**config.mk**
```make
export PLATFORM = sky130hd
export DESIGN_NAME = patch_mac_engine
export DESIGN_NICKNAME = d
export VERILOG_FILES = /design/src/rtl/patch_mac_engine.sv
export SDC_FILE = /design/constraint.sdc
export NUM_CORES = 1
export LEC_CHECK = 0
export CORE_MARGIN = 3
export CORE_UTILIZATION = 62
export CTS_CLUSTER_DIAMETER = 30
export DETAILED_ROUTE_END_ITERATION = 12
export HOLD_SLACK_MARGIN = 0.08
export PLACE_DENSITY = 0.85
export REMOVE_ABC_BUFFERS = 1
export SETUP_SLACK_MARGIN = 0.02
export SLEW_MARGIN = 5
export SYNTH_ARGS = -nofsm -noshare
export SYNTH_HDL_FRONTEND = slang
export SYNTH_SLANG_ARGS = --single-unit
export TNS_END_PERCENT = 10
```
**constraint.sdc**
```tcl
create_clock -name bus_clk -period 10.15 [get_ports bus_clk]
set_clock_uncertainty 0.1 [all_clocks]
set_input_delay 1.015 -clock bus_clk [delete_from_list [all_inputs] [get_ports bus_clk]]
set_output_delay 1.015 -clock bus_clk [all_outputs]
set_load 0.02 [all_outputs]
```
**src/rtl/patch_mac_engine.sv**
```systemverilog
// Kernel-load / patch multiply-accumulate stage between the Xillybus write
// streams (kernel, patch) and the 32-bit read stream (saturated results).
module patch_mac_engine #(
    parameter int N_TAPS = 9,
    parameter int ACC_W  = 40
) (
    input  logic        bus_clk,
    input  logic        bus_rst_n,
    input  logic        kern_empty,
    output logic        kern_rden,
    input  logic [31:0] kern_data,
    input  logic        kern_open,
    input  logic        patch_empty,
    output logic        patch_rden,
    input  logic [31:0] patch_data,
    input  logic        patch_open,
    input  logic        res_full,
    output logic        res_wren,
    output logic [31:0] res_data,
    output logic        kernel_valid,
    output logic        busy,
    output logic [15:0] patch_count
);

    localparam int CNT_W = $clog2(N_TAPS + 2);
    localparam int IDX_W = $clog2(N_TAPS);
    localparam logic [CNT_W-1:0] N_PIX  = CNT_W'(N_TAPS);
    localparam logic [CNT_W-1:0] N_KERN = CNT_W'(N_TAPS + 1);
    localparam logic signed [ACC_W-1:0] ACC_MAX = {{(ACC_W-31){1'b0}}, {31{1'b1}}};
    localparam logic signed [ACC_W-1:0] ACC_MIN = {{(ACC_W-31){1'b1}}, {31{1'b0}}};

    typedef enum logic [1:0] {S_IDLE, S_LOAD, S_MAC, S_OUT} state_t;
    state_t state, state_nxt;

    logic signed [15:0]      coef [N_TAPS];
    logic signed [31:0]      bias;
    logic [CNT_W-1:0]        iss_cnt, ret_cnt, acc_cnt;
    logic                    kern_ret, patch_ret, prod_vld;
    logic signed [31:0]      prod;
    logic signed [ACC_W-1:0] acc;
    logic [31:0]             acc_sat;
    logic                    bias_land;
    logic                    unused_patch_hi;

    // Pixel words carry data in the low half only.
    assign unused_patch_hi = ^patch_data[31:16];

    assign busy      = (state != S_IDLE);
    assign bias_land = (state == S_LOAD) && kern_open && kern_ret && (ret_cnt == N_PIX);

    always_comb begin
        // NOTE: every signal written here gets a default first, so no latch is inferred.
        state_nxt  = state;
        kern_rden  = 1'b0;
        patch_rden = 1'b0;
        res_wren   = 1'b0;
        unique case (state)
            S_IDLE: begin
                if (!kern_empty)                       state_nxt = S_LOAD;
                else if (kernel_valid && !patch_empty) state_nxt = S_MAC;
            end
            S_LOAD: begin
                if (!kern_open) begin
                    state_nxt = S_IDLE;
                end else begin
                    kern_rden = !kern_empty && (iss_cnt < N_KERN);
                    if (bias_land) state_nxt = S_IDLE;
                end
            end
            S_MAC: begin
                if (!patch_open) begin
                    state_nxt = S_IDLE;
                end else begin
                    patch_rden = !patch_empty && (iss_cnt < N_PIX);
                    if (acc_cnt == N_PIX) state_nxt = S_OUT;
                end
            end
            S_OUT: begin
                if (!patch_open) begin
                    state_nxt = S_IDLE;
                end else if (!res_full) begin
                    res_wren  = 1'b1;
                    state_nxt = S_IDLE;
                end
            end
            default: state_nxt = S_IDLE;
        endcase
    end

    always_ff @(posedge bus_clk or negedge bus_rst_n) begin
        // NOTE: sequential state uses non-blocking assignments so every register samples pre-edge values.
        if (!bus_rst_n) state <= S_IDLE;
        else            state <= state_nxt;
    end

    // Counters are cleared in IDLE, so words from an aborted transfer never leak into the next one.
    always_ff @(posedge bus_clk or negedge bus_rst_n) begin
        if (!bus_rst_n) begin
            iss_cnt      <= '0;
            ret_cnt      <= '0;
            acc_cnt      <= '0;
            kern_ret     <= 1'b0;
            patch_ret    <= 1'b0;
            prod_vld     <= 1'b0;
            kernel_valid <= 1'b0;
            res_data     <= '0;
            patch_count  <= '0;
        end else begin
            kern_ret  <= kern_rden;
            patch_ret <= patch_rden;
            prod_vld  <= patch_ret && (state == S_MAC);
            if (state == S_IDLE) begin
                iss_cnt <= '0;
                ret_cnt <= '0;
                acc_cnt <= '0;
            end else begin
                if (kern_rden || patch_rden) iss_cnt <= iss_cnt + 1'b1;
                if (kern_ret || patch_ret)   ret_cnt <= ret_cnt + 1'b1;
                if (prod_vld)                acc_cnt <= acc_cnt + 1'b1;
            end
            if (state == S_IDLE && state_nxt == S_LOAD) kernel_valid <= 1'b0;
            else if (bias_land)                         kernel_valid <= 1'b1;
            if (state == S_MAC && state_nxt == S_OUT) res_data <= acc_sat;
            if (res_wren) patch_count <= patch_count + 1'b1;
        end
    end

    always_ff @(posedge bus_clk or negedge bus_rst_n) begin
        if (!bus_rst_n) begin
            // NOTE: the coefficient store is reset explicitly because a zero kernel is part of the reset state.
            for (int i = 0; i < N_TAPS; i++) coef[i] <= '0;
            bias <= '0;
            prod <= '0;
            acc  <= '0;
        end else begin
            if (state == S_LOAD && kern_ret) begin
                if (ret_cnt < N_PIX) coef[ret_cnt[IDX_W-1:0]] <= kern_data[15:0];
                else                 bias <= kern_data;
            end
            if (patch_ret)
                prod <= 32'($signed(patch_data[15:0])) * 32'(coef[ret_cnt[IDX_W-1:0]]);
            if (state == S_IDLE)                 acc <= ACC_W'(bias);
            else if (state == S_MAC && prod_vld) acc <= acc + ACC_W'(prod);
        end
    end

    // The accumulator is wide enough never to wrap; clamping happens only here.
    always_comb begin
        if (acc > ACC_MAX)      acc_sat = 32'h7FFF_FFFF;
        else if (acc < ACC_MIN) acc_sat = 32'h8000_0000;
        else                    acc_sat = acc[31:0];
    end

endmodule

```
---- Word-level counts from Yosys, hierarchy flattened ----
Cells that the tools add are included.
cells by class
  add/subtract/negate cells ............... 5
  $mul .................................... 1
  order comparisons ....................... 7
  eq/ne operators ......................... 7
  multiplexer cells ....................... 34
  bitwise gates (word level) .............. 2
  reductions and logical operators ........ 25
operator list
  cell                                                             number
  bitwise mux 144 bit                                              1
  2-to-1 mux 40 bit                                                2
  binary-select mux 16 bit (select 4 bit)                          1
  demux 16 bit (select 4 bit)                                      1
  2-to-1 mux 32 bit                                                2
  2-to-1 mux 16 bit                                                3
  adder 40 x 32 -> 40 bit                                          1
  greater-than comparator 40 x 32 -> 1 bit, second input constant  1
  < comparator 40 x 32 -> 1 bit, second input constant             1
  multiplier 16 x 16 -> 32 bit                                     1
  2-to-1 mux 4 bit                                                 6
  adder 16 x 1 -> 16 bit, second input constant                    1
  2-to-1 mux 2 bit                                                 8
  adder 4 x 1 -> 4 bit, second input constant                      3
  logical AND 1 bit                                                12
  < comparator 4 bit, second input constant                        3
  nonzero test 2 bit                                               6
  2-to-1 mux 1 bit                                                 9
  == test 4 bit, second input constant                             2
  case mux 2 bit (4 select lines)                                  1
  == test 2 bit, second input constant                             3
  greater-or-equal comparator 5 bit, second input constant         1
  < comparator 5 x 1 -> 1 bit, second input constant               1
  NOT 4 -> 5 bit                                                   1
  other kinds (6)                                                  10
storage, ports and cells
  register bits after elaboration ......... 314
  bits of input ports ..................... 71
  output and inout port bits .............. 53

---- Depth between registers and ports, before layout ----
  depth in word-level cells ............... 10
  gate-level depth with buffers ........... 34

---- Least setup slack after synthesis ----
No wires, ideal clock.
  path type ............................... reg-to-reg
  start ................................... reg ret_cnt[2]
  end ..................................... reg prod[30]
  library setup time ...................... 120 ps
  arrival ................................. 7400 ps
  required time ........................... 9930 ps
  path slack .............................. 2530 ps
  stages on the path, launching flop included .. 30
  buffers on the path ..................... 4
  period minus slack after synthesis ...... 7620 ps
  path through ............................ dfrtp_1 > buf_2 > nor2b_1 > clkbuf_1 > clkbuf_1 > nand2_1 > o21ai_0 > o21ai_0 > o21ai_0 > clkbuf_1 > nand2_1 > inv_1 > fa_1 > fa_1 > fa_1 > fa_1 > fa_1 > inv_1 > fa_1 > inv_1 > ha_1 > a21oi_1 > o21ai_0 > a31oi_1 > a2bb2oi_1 > o31ai_1 > nor4_1 > nor4bb_1 > or3_1 > a31o_2
on the way
  word-level cells in the longest chain between the ends .. 5
RTL lines
  element                                                RTL line  text
  from (decl)                                            37        logic [CNT_W-1:0] iss_cnt, ret_cnt, acc_cnt;
  from (signal assigned)                                 118       if (kern_ret || patch_ret) ret_cnt <= ret_cnt + 1'b1;
  NOT 4 -> 5 bit (implied by the code)                   141       prod <= 32'($signed(patch_data[15:0])) * 32'(coef[ret_cnt[IDX_W-1:0]]);
  binary-select mux 16 bit (select 4 bit)                141
  2-to-1 mux 16 bit (implied by the code) (2 in series)  141
  multiplier 16 x 16 -> 32 bit                           141
  to (signal assigned)                                   141
  to (decl)                                              39        logic signed [31:0] prod;
Every way passes these cells. The select of a mux whose other input is x is not followed.
A chain may end at the register's enable or synchronous reset.

---- Final worst setup path ----
  start ................................... reg ret_cnt[3]
  end ..................................... reg prod[30]
The elaborated chain is that of the path after synthesis.

==> results.py <==
metrics = {
    "run_status": {
        "outcome": "finished clean",
    },
    "die": {
        "die_w_um": 209,
        "rows": 73,
        "io_pins": 124,
        "die_area_um2": 43700,
        "fp.dieH_um": 209,
        "fp.coreArea_um2": 40300,
        "start_util": 0.635,
    },
    "worst_setup_path": {
        "critPathArrivalTime_ns": 9.19,
        "endpoint_kind": "flip-flop",
        "worstPathMaxFanout": 40,
        "worstPathRequired_ns": 10.52,
        "r2r-end": "prod[30]$_DFFE_PN0P_",
        "cp-start-kind": "flip-flop",
        "r2r-start": "ret_cnt[3]$_DFFE_PN0P_",
        "rrSetupSlack_ns": 1.34,
        "r2r.worst_path.cells": 27,
        "crit_type": "reg2reg",
    },
    "synth": {
        "synth_area_leader_cell": "dfrtp_1",
        "synth_top_cell_area_share": 0.307,
        "synth_area_um2": 25600,
        "syn_avg_cell_area_um2": 10.1,
        "synth_edf_count": 0,
        "ys_types": 74,
        "seq_area_frac_synth": 0.307,
        "ys_ff_latch": 314,
        "syn_inst": 2520,
        "yosys_most_used_dff": "dfrtp_1",
        "async_reset_ff_frac": 1.00,
        "yosysWarnings": 0,
        "synth_area_leaders": "dfrtp_1 (31%), fa_1 (21%), mux2_2 (8.9%)",
    },
    "clocking": {
        "clock_sinks": 314,
        "cts_tree": "yes",
        "clock_path_buffers": 3,
        "clk_latency_ns": 0.60,
        "post_cts_buffers": 0,
        "cts-root-buf": "clkbuf_16",
        "post_cts_resized": 0,
        "cts_inserted_buffers": 57,
        "hold_buffers": 0,
        "cts.clk_slew.worst_paths_ns": 0.05,
        "htree_levels": 2,
    },
    "routing": {
        "wl_per_cell_um": 20.4,
        "vias": 18900,
        "drtIter0Drc": 1394,
        "dr.pass1.iters": 6,
        "antenna_left": 0,
        "routed_wl_mm": 64.5,
        "avgViaCountPerCell": 5.99,
        "drc_errors": 0,
    },
    "global_route": {
        "grt_usage": 0.304,
        "grt_pass1_vias": 21100,
        "grt_remaining_overflow": 0,
        "grt_max_degree": 199,
        "grt_pass1_wl_mm": 108,
        "antenna_found_initial": 0,
    },
    "final_layout": {
        "synthToLayoutAreaGrowth_pct": 14.4,
        "fin_util": 0.727,
        "nNetsFinal": 3055,
        "multiInputGateArea_um2": 16000,
        "antenna_cells": 0,
        "regArea_um2": 7860,
        "n_fill_cell": 2649,
        "drive_gt1_frac": 0.146,
        "stdcell_count": 3163,
    },
    "timing": {
        "timing.hold.ws_ns": 0.357,
        "worst_pin_slew_ns": 1.30,
        "rsz0062_at_grt": "no",
        "tns_ns": 0,
        "finalSetupViolCount": 0,
        "final_max_slew_viol_count": 0,
        "slew_headroom": 0.135,
        "hold_viol": 0,
        "finalCritPeriodShare": 0.868,
        "period_needed_ns": 8.81,
        "fmax_mhz": 113,
    },
    "placed_design": {
        "portBuffers": 107,
        "dp.cells": 3056,
        "place.gp.congestion": 0.906,
        "dpl.hpwl_mm": 44.7,
    },
    "job": {
        "cap_violations": 0,
    },
    "min_path": {
        "hold_class": "in2async",
    },
}
[layout by cell type, fill, tap and decap left out, drive strengths merged, types with 10 or more instances in the layout]
cell type,n
a21o,30
a21oi,112
a31oi,13
and2,128
buf,33
bufinv,13
clkbuf,65
clkdlybuf4s50,106
clkinv,17
dfrtp,314
fa,263
ha,131
inv,352
mux2,202
mux2i,36
mux4,16
nand2,268
nand3,17
nand4,19
nor2,81
nor2b,10
nor3,14
o21ai,174
o22ai,24
xnor2,62
xor2,28
[kinds of logic after synthesis]
| group | share of synthesized area |
|---|---|
| simple gates | 0.107 |
| xor+xnor | 0.0308 |
| buf+inv | 0.0699 |
| flops | 0.307 |
| fa+ha+maj | 0.270 |
| mux | 0.117 |
| compound gates | 0.0984 |
[critical path: stages (launching register included)]
cell and delay (ns):
dfrtp_1 0.33, buf_4 0.37, nor2b_1 0.18, buf_4 0.27
nand2_1 0.10, o21ai_0 0.15, o21ai_0 0.16, o21ai_1 0.70
nand2_1 0.22, inv_1 0.16, fa_1 0.49, fa_1 0.93
fa_1 0.55, fa_1 0.48, fa_1 0.54, inv_1 0.05
fa_1 0.53, inv_1 0.04, ha_1 0.32, a21oi_1 0.27
o21ai_0 0.18, a31oi_1 0.25, a2bb2oi_1 0.22, o31ai_1 0.17
nor4_1 0.22, nor4bb_1 0.11, or3_1 0.32, a31o_2 0.24
[per-layer routing]
layer  global-route usage  up-vias  share of wire
li1                     -     8404              -
met1                0.388     9586           0.39
met2                0.523      760           0.50
met3               0.0468      195          0.066
met4                0.122        0          0.038
met5                    0        -              0
[metrics by stage]
step / cell area [µm²] / worst slack, ns
2_1_floorplan: 25100 / 1.30
3_3_place_gp: 27100 / 1.79
3_5_place_dp: 27100 / 1.67
4_1_cts: 29300 / 1.49
5_1_grt: 29300 / 0.895
6_report: 29300 / 1.34
[worst max path at each step]
stage                                      start  cells past startpoint              endpoint
after floorplan           ret_cnt[2]$_DFFE_PN0P_                     28  prod[30]$_DFFE_PN0P_
after global placement    ret_cnt[0]$_DFFE_PN0P_                     27  prod[30]$_DFFE_PN0P_
after detailed placement  ret_cnt[0]$_DFFE_PN0P_                     27  prod[30]$_DFFE_PN0P_
after CTS                 ret_cnt[3]$_DFFE_PN0P_                     27  prod[30]$_DFFE_PN0P_
after global routing      ret_cnt[3]$_DFFE_PN0P_                     27  prod[30]$_DFFE_PN0P_
final                     ret_cnt[3]$_DFFE_PN0P_                     27  prod[30]$_DFFE_PN0P_
[sequential cells by signal, indices dropped and copies added (netlist names), 2 cells and up]
signal / count
patch_count: 16
ret_cnt: 4
state: 2
acc: 40
res_data: 32
coef: 144
bias: 32
iss_cnt: 4
acc_cnt: 4
prod: 32
[cell type report]
class / instances / share of cell area
multi-input cells: 1733 / 0.545
clock buffers: 65 / 0.0515
repair buffers: 139 / 0.0458
well taps: 525 / 0.0224
flip-flops and latches: 314 / 0.269
clock inverters: 42 / 0.0224
inverters: 345 / 0.0442
[cell usage after synthesis, types with 4 or more instances]
library cell  instances
o31ai_1               5
mux4_2               16
o21ai_1               5
o22ai_1              24
nor2_1               81
a31oi_1              12
and2_1              127
buf_1                21
clkbuf_1             97
o21ai_0             166
nand2b_1              8
nand2_1             267
inv_1               343
o211ai_1              6
nand4_1              18
fa_1                263
xor2_1               28
nor2b_1              10
o21bai_1              5
nor3_1               13
or3_1                 7
o21a_1                6
xnor2_1              62
or2_2                 6
buf_2                10
a21o_1               30
nor4_1                4
ha_1                131
dfrtp_1             314
mux2i_1              36
mux2_2              202
a21oi_1             110
a211oi_1              7
and3_1                7
nand3_1              17
a22oi_1               5
Power is not shown: default switching activity piles up to over one toggle a cycle in this logic, so the estimate is an artifact.
